$ cat src/rtl/nibble_packer_pkg.sv
// Shared constants for the nibble packer: state encoding and default word size.
package nibble_packer_pkg;

    typedef enum logic {
        COLLECT = 1'b0,
        HOLD    = 1'b1
    } state_e;

    localparam int DEFAULT_WORD_NIBBLES = 8;
    localparam int COUNT_W              = 4;

endpackage

$ cat src/rtl/nibble_packer.sv
// Nibble packer: pops 4-bit nibbles from an async-read queue and assembles
// them little-endian into a word. A word is presented (held) when it fills
// or when a flush arrives with at least one nibble collected.
module nibble_packer
    import nibble_packer_pkg::*;
#(
    parameter int WORD_NIBBLES = DEFAULT_WORD_NIBBLES
) (
    input  logic                      clk,
    input  logic                      rst,
    input  logic [3:0]                q_dout,
    input  logic                      q_empty,
    output logic                      q_rd_en,
    input  logic                      flush,
    output logic [4*WORD_NIBBLES-1:0] word_out,
    output logic [COUNT_W-1:0]        word_count,
    output logic                      word_valid,
    input  logic                      word_ready,
    output logic                      busy
);

    localparam logic [COUNT_W-1:0] FULL = COUNT_W'(WORD_NIBBLES);

    state_e                    state_q, state_d;
    logic [COUNT_W-1:0]        cnt_q, cnt_d;
    logic [COUNT_W-1:0]        cnt_inc;
    logic [4*WORD_NIBBLES-1:0] word_q, word_d;
    logic [COUNT_W-1:0]        wcnt_q, wcnt_d;
    logic                      valid_q, valid_d;
    logic                      pop;

    // Pop whenever collecting and data is present; reset forces it low.
    assign pop      = !rst && (state_q == COLLECT) && !q_empty;
    assign q_rd_en  = pop;
    assign cnt_inc  = cnt_q + COUNT_W'(1);

    assign word_out   = word_q;
    assign word_count = wcnt_q;
    assign word_valid = valid_q;
    assign busy       = (cnt_q != '0) || valid_q;

    // Next-state: insert popped nibble at the current count, close the word
    // on full or flush, and clear everything once the held word transfers.
    always_comb begin
        state_d = state_q;
        cnt_d   = cnt_q;
        word_d  = word_q;
        wcnt_d  = wcnt_q;
        valid_d = valid_q;
        if (state_q == COLLECT) begin
            if (pop) begin
                for (int k = 0; k < WORD_NIBBLES; k++) begin
                    if (cnt_q == COUNT_W'(k)) word_d[4*k +: 4] = q_dout;
                end
                cnt_d = cnt_inc;
                // A flush with a coincident pop keeps the popped nibble.
                if (cnt_inc == FULL || flush) begin
                    state_d = HOLD;
                    valid_d = 1'b1;
                    wcnt_d  = cnt_inc;
                end
            end else if (flush && cnt_q != '0) begin
                state_d = HOLD;
                valid_d = 1'b1;
                wcnt_d  = cnt_q;
            end
        end else begin
            // Outputs stay frozen until the downstream takes the word.
            if (word_ready) begin
                state_d = COLLECT;
                cnt_d   = '0;
                word_d  = '0;
                wcnt_d  = '0;
                valid_d = 1'b0;
            end
        end
    end

    // State registers with synchronous reset discarding any partial word.
    always_ff @(posedge clk) begin
        if (rst) begin
            state_q <= COLLECT;
            cnt_q   <= '0;
            word_q  <= '0;
            wcnt_q  <= '0;
            valid_q <= 1'b0;
        end else begin
            state_q <= state_d;
            cnt_q   <= cnt_d;
            word_q  <= word_d;
            wcnt_q  <= wcnt_d;
            valid_q <= valid_d;
        end
    end

endmodule

$ cat config.mk
export PLATFORM = sky130hd
export DESIGN_NAME = nibble_packer
export DESIGN_NICKNAME = d
export VERILOG_FILES = /design/src/rtl/nibble_packer_pkg.sv /design/src/rtl/nibble_packer.sv
export SDC_FILE = /design/constraint.sdc
export NUM_CORES = 1
export LEC_CHECK = 0
export CAP_MARGIN = 20
export CORE_MARGIN = 2
export CORE_UTILIZATION = 49
export CTS_CLUSTER_SIZE = 20
export DETAILED_ROUTE_END_ITERATION = 8
export PLACE_DENSITY = 0.85
export SYNTH_ARGS = -nofsm -noshare
export SYNTH_HDL_FRONTEND = slang
export SYNTH_SLANG_ARGS = --single-unit
export TNS_END_PERCENT = 1
$ cat constraint.sdc
create_clock -name clk -period 2.37 [get_ports clk]
set_clock_uncertainty 0.15 [all_clocks]
set_input_delay 0.474 -clock clk [delete_from_list [all_inputs] [get_ports clk]]
set_output_delay 0.474 -clock clk [all_outputs]
set_load 0.1 [all_outputs]
==> tab_implementation.tex <==
\begin{tabular}{lr}
\hline
Metric & Value \\
\hline
\multicolumn{2}{l}{\textbf{Global routing}} \\
Number of global-route vias before repair & 1683 \\
Combined global-route utilization of all metal layers & 24.21\% \\
Initial antenna violation count & 0 \\
Wire length of the first global-routing pass & 8052 um \\
Maximum number of pins on one net before global-route repair & 45 \\
Gr ovfl total & 0 \\
\multicolumn{2}{l}{\textbf{CTS}} \\
Bufs on Longest Clock Path & 2 \\
Root buf cell & sky130\_fd\_sc\_hd\_\_clkbuf\_8 \\
\# clock sinks & 42 \\
Worst skew pair latency & 0.29 ns \\
TritonCTS clock tree & done \\
TritonCTS buffer count & 5 \\
Clk slew on worst S/H paths & 0.08 ns \\
CTS H-tree lvls & 2 \\
Number of buffers inserted to repair setup after CTS & 0 \\
\multicolumn{2}{l}{\textbf{STA}} \\
Hold violation total from the final report & 0 \\
Pin slew with the least headroom to its limit & 0.4794 ns \\
Number of max-slew violations in the final report & 0 \\
Total setup violations reported at the end of the flow & 0 \\
Unrepaired setup endpoints after global routing & true \\
Headroom to the max-slew limit & 67.85\% \\
Highest Clock Rate & 426.3 MHz \\
Period minus WS final & 2.346 ns \\
Crit share post-route & 98.98\% \\
\multicolumn{2}{l}{\textbf{Power}} \\
Total power draw & 1.697 mW \\
Peak ir drop on the vdd network & 303.4 uV \\
Leak pwr & 1.006 nW \\
Power density over the cells & 655.6 nW/um\^{}2 \\
\multicolumn{2}{l}{\textbf{Die}} \\
Site row count & 22 \\
Die height & 66.85 um \\
Die outline width & 66.85 um \\
Core box area & 3716 sq um \\
Overall die area & 4469 sq um \\
Count of pins on the block boundary & 48 \\
Starting utilization of the core area & 52.09\% \\
\multicolumn{2}{l}{\textbf{Status}} \\
Run status & completed \\
\multicolumn{2}{l}{\textbf{Setup path}} \\
Type of origin of the critical path & input port \\
Peak fanout along the critical path & 11 \\
Cell depth of the worst flop-to-flop path & 6 \\
Crit path max-delay cell type & sky130\_fd\_sc\_hd\_\_clkdlybuf4s50\_1 \\
Crit Path Class & in -> out \\
Cells along the critical path & clkdlybuf4s50\_1 > or3\_4 > inv\_2 > buf\_12 \\
Kind of cell with the highest combined delay on the critical path & buffers and inverters \\
Total buffers and inverters traversed by the critical path & 3 \\
Critical path arrival & 1.72 ns \\
Highest cell delay on the worst timing path & 0.48 ns \\
Crit path capture type & output port \\
Levels on crit path & 4 \\
Crit path required time & 1.75 ns \\
\multicolumn{2}{l}{\textbf{Min path}} \\
Min-Delay Path Class & reg -> reg \\
Number of cells on the worst hold path & 2 \\
\multicolumn{2}{l}{\textbf{Synthesis}} \\
Synthesized cell area & 1936 sq um \\
Number of different library cells in the post-synthesis netlist & 38 \\
Cell type contributing the most total cell area after synthesis & sky130\_fd\_sc\_hd\_\_dfxtp\_1 \\
Top area cells in the synthesized netlist & sky130\_fd\_sc\_hd\_\_dfxtp\_1, sky130\_fd\_sc\_hd\_\_nand3\_1, sky130\_fd\_sc\_hd\_\_a21oi\_1 \\
Count leader, synth & sky130\_fd\_sc\_hd\_\_dfxtp\_1 \\
Number of enable flip-flop cells after synthesis & 0 \\
Mean instance size in the synthesized netlist & 8.237 sq um \\
\#FFs+latches synth & 42 \\
Most frequent cells after synthesis & sky130\_fd\_sc\_hd\_\_dfxtp\_1, sky130\_fd\_sc\_hd\_\_nand3\_1, sky130\_fd\_sc\_hd\_\_nand2\_1 \\
Proportion of synthesized flip-flops having asynchronous set or reset & 0\% \\
Post-Synthesis Cells & 235 \\
Seq/Total Area, Yosys & 43.44\% \\
Top FF cell, synth & sky130\_fd\_sc\_hd\_\_dfxtp\_1 \\
Yosys warning total & 0 \\
Area share of the leading cell type in the synthesized netlist & 43.44\% \\
Synthesized netlist net count & 248 \\
\multicolumn{2}{l}{\textbf{Routing}} \\
Detailed-route wire length per cell & 14.71 um \\
Antenna Nets Post-Route & 0 \\
Total DRC errors in the routed layout & 0 \\
Final Routed Wirelength & 4972 um \\
Count of TritonRoute iterations in the first routing pass & 4 \\
Routed via count & 1875 \\
Mean number of vias per cell & 5.547 \\
Violation count after the first detailed-route iteration & 172 \\
\multicolumn{2}{l}{\textbf{Finish}} \\
Number of nets in the final layout & 302 \\
Ant diodes & 0 \\
Fraction of layout cells with a size suffix above 1 & 26.90\% \\
Area growth, synth to finish & 33.74\% \\
Fillers & 310 \\
Post-layout instance area & 2589 sq um \\
\multicolumn{2}{l}{\textbf{Placed design}} \\
DP Wirelength & 3417 um \\
Cell area after placement & 2444 sq um \\
Routability congestion estimate from global placement & 0.9014 \\
Buffers on Ports & 47 \\
\multicolumn{2}{l}{\textbf{Run}} \\
Max Cap Violations & 0 \\
\hline
\end{tabular}
## worst paths after layout
kind | startpoint | endpoint | slack, ns
worst min-delay path | word_out[21] | word_out[21] | 0.32
worst min register to register | word_out[21] | word_out[21] | 0.32
worst max register to register | cnt_q[0] | word_count[0] | 0.29
worst max-delay path | q_empty | q_rd_en | 0.02
## repair_timing
action,CTS,global route
hold buffers,0,0
setup endpoints to repair,1,2
gates resized for setup,1,1
## report_power, final
part	internal, mW	switching, mW	total [mW]
logic	0.0908	0.188	0.279
clock network	0.449	0.241	0.690
registers	0.717	0.0115	0.729
## state kept, by name, summed over array words and instances (netlist names)
name and flops:
cnt_q 4, state_q 1, word_count 4, word_out 32, word_valid 1
## worst min-delay path: cells and delay by family (launching register included)
family | cells | cell delay, ns
compound gates | 1 | 0.06
flops | 1 | 0.31
simple gates | 1 | 0.06
## per-stage QoR
stage	worst slack (ns)	hold slack, ns	cells	TNS (ns)	util (%)
finish	0.02414	0.3190	338	0	69.66
global route	-0.002678	0.3497	338	-0.002678	69.66
CTS	0.03128	0.3199	338	0	69.60
detailed placement	-0.07897	0.3091	330	-0.5748	65.76
global placement	-0.009722	0.3064	330	-0.009737	65.76
floorplan	0.06320	0.3275	235	0	-
## logic make-up after synthesis
family / after synthesis / share of synthesized area (%)
DFF: 42 / 43.44
and+or+nand+nor: 108 / 30.06
adders and majority gates: 4 / 2.586
buffers and inverters: 25 / 5.559
xor gates and xnor gates: 4 / 1.810
muxes: 5 / 2.650
AOI/OAI and AO/OA: 47 / 13.90
## routing by layer
metal  wire, um  share of wire [%]  global-route usage (%)
met5          0                  0                       0
met4         70                1.4                   8.418
met3        335                6.7                   5.912
met2       2353                 47                   38.88
met1       2212                 44                   31.61
## area by class of cell
class	instances	area [sq um]	area share, %
repair buffers	64	525.5	20.30
flip-flops and latches	42	840.8	32.48
clock inverters	2	60.06	2.320
clock buffers	6	82.58	3.190
inverters	8	30.03	1.160
multi-input cells	168	989.7	38.23
well taps	48	60.06	2.320
## cells in the final DEF, fill, tap and decap left out, drive strengths merged
cell and n:
nor2 2, a211o 1, clkbuf 6, and2 1, nand3 38, dfxtp 42
a21bo 1, a31oi 1, a21oi 36, or2 2, ha 4, xor2 1
inv 8, or4 5, and3 4, xnor2 3, nor4 4, a211oi 2
mux2 1, bufinv 2, buf 56, nand3b 4, mux2i 4, or3 2
nor3 2, o21bai 1, nor2b 2, o31ai 1, o32ai 1, nand2b 5
nand2 37, clkdlybuf4s50 8, o21ai 2, o211ai 1
No activity file was read; power rests on OpenSTA's default activity.
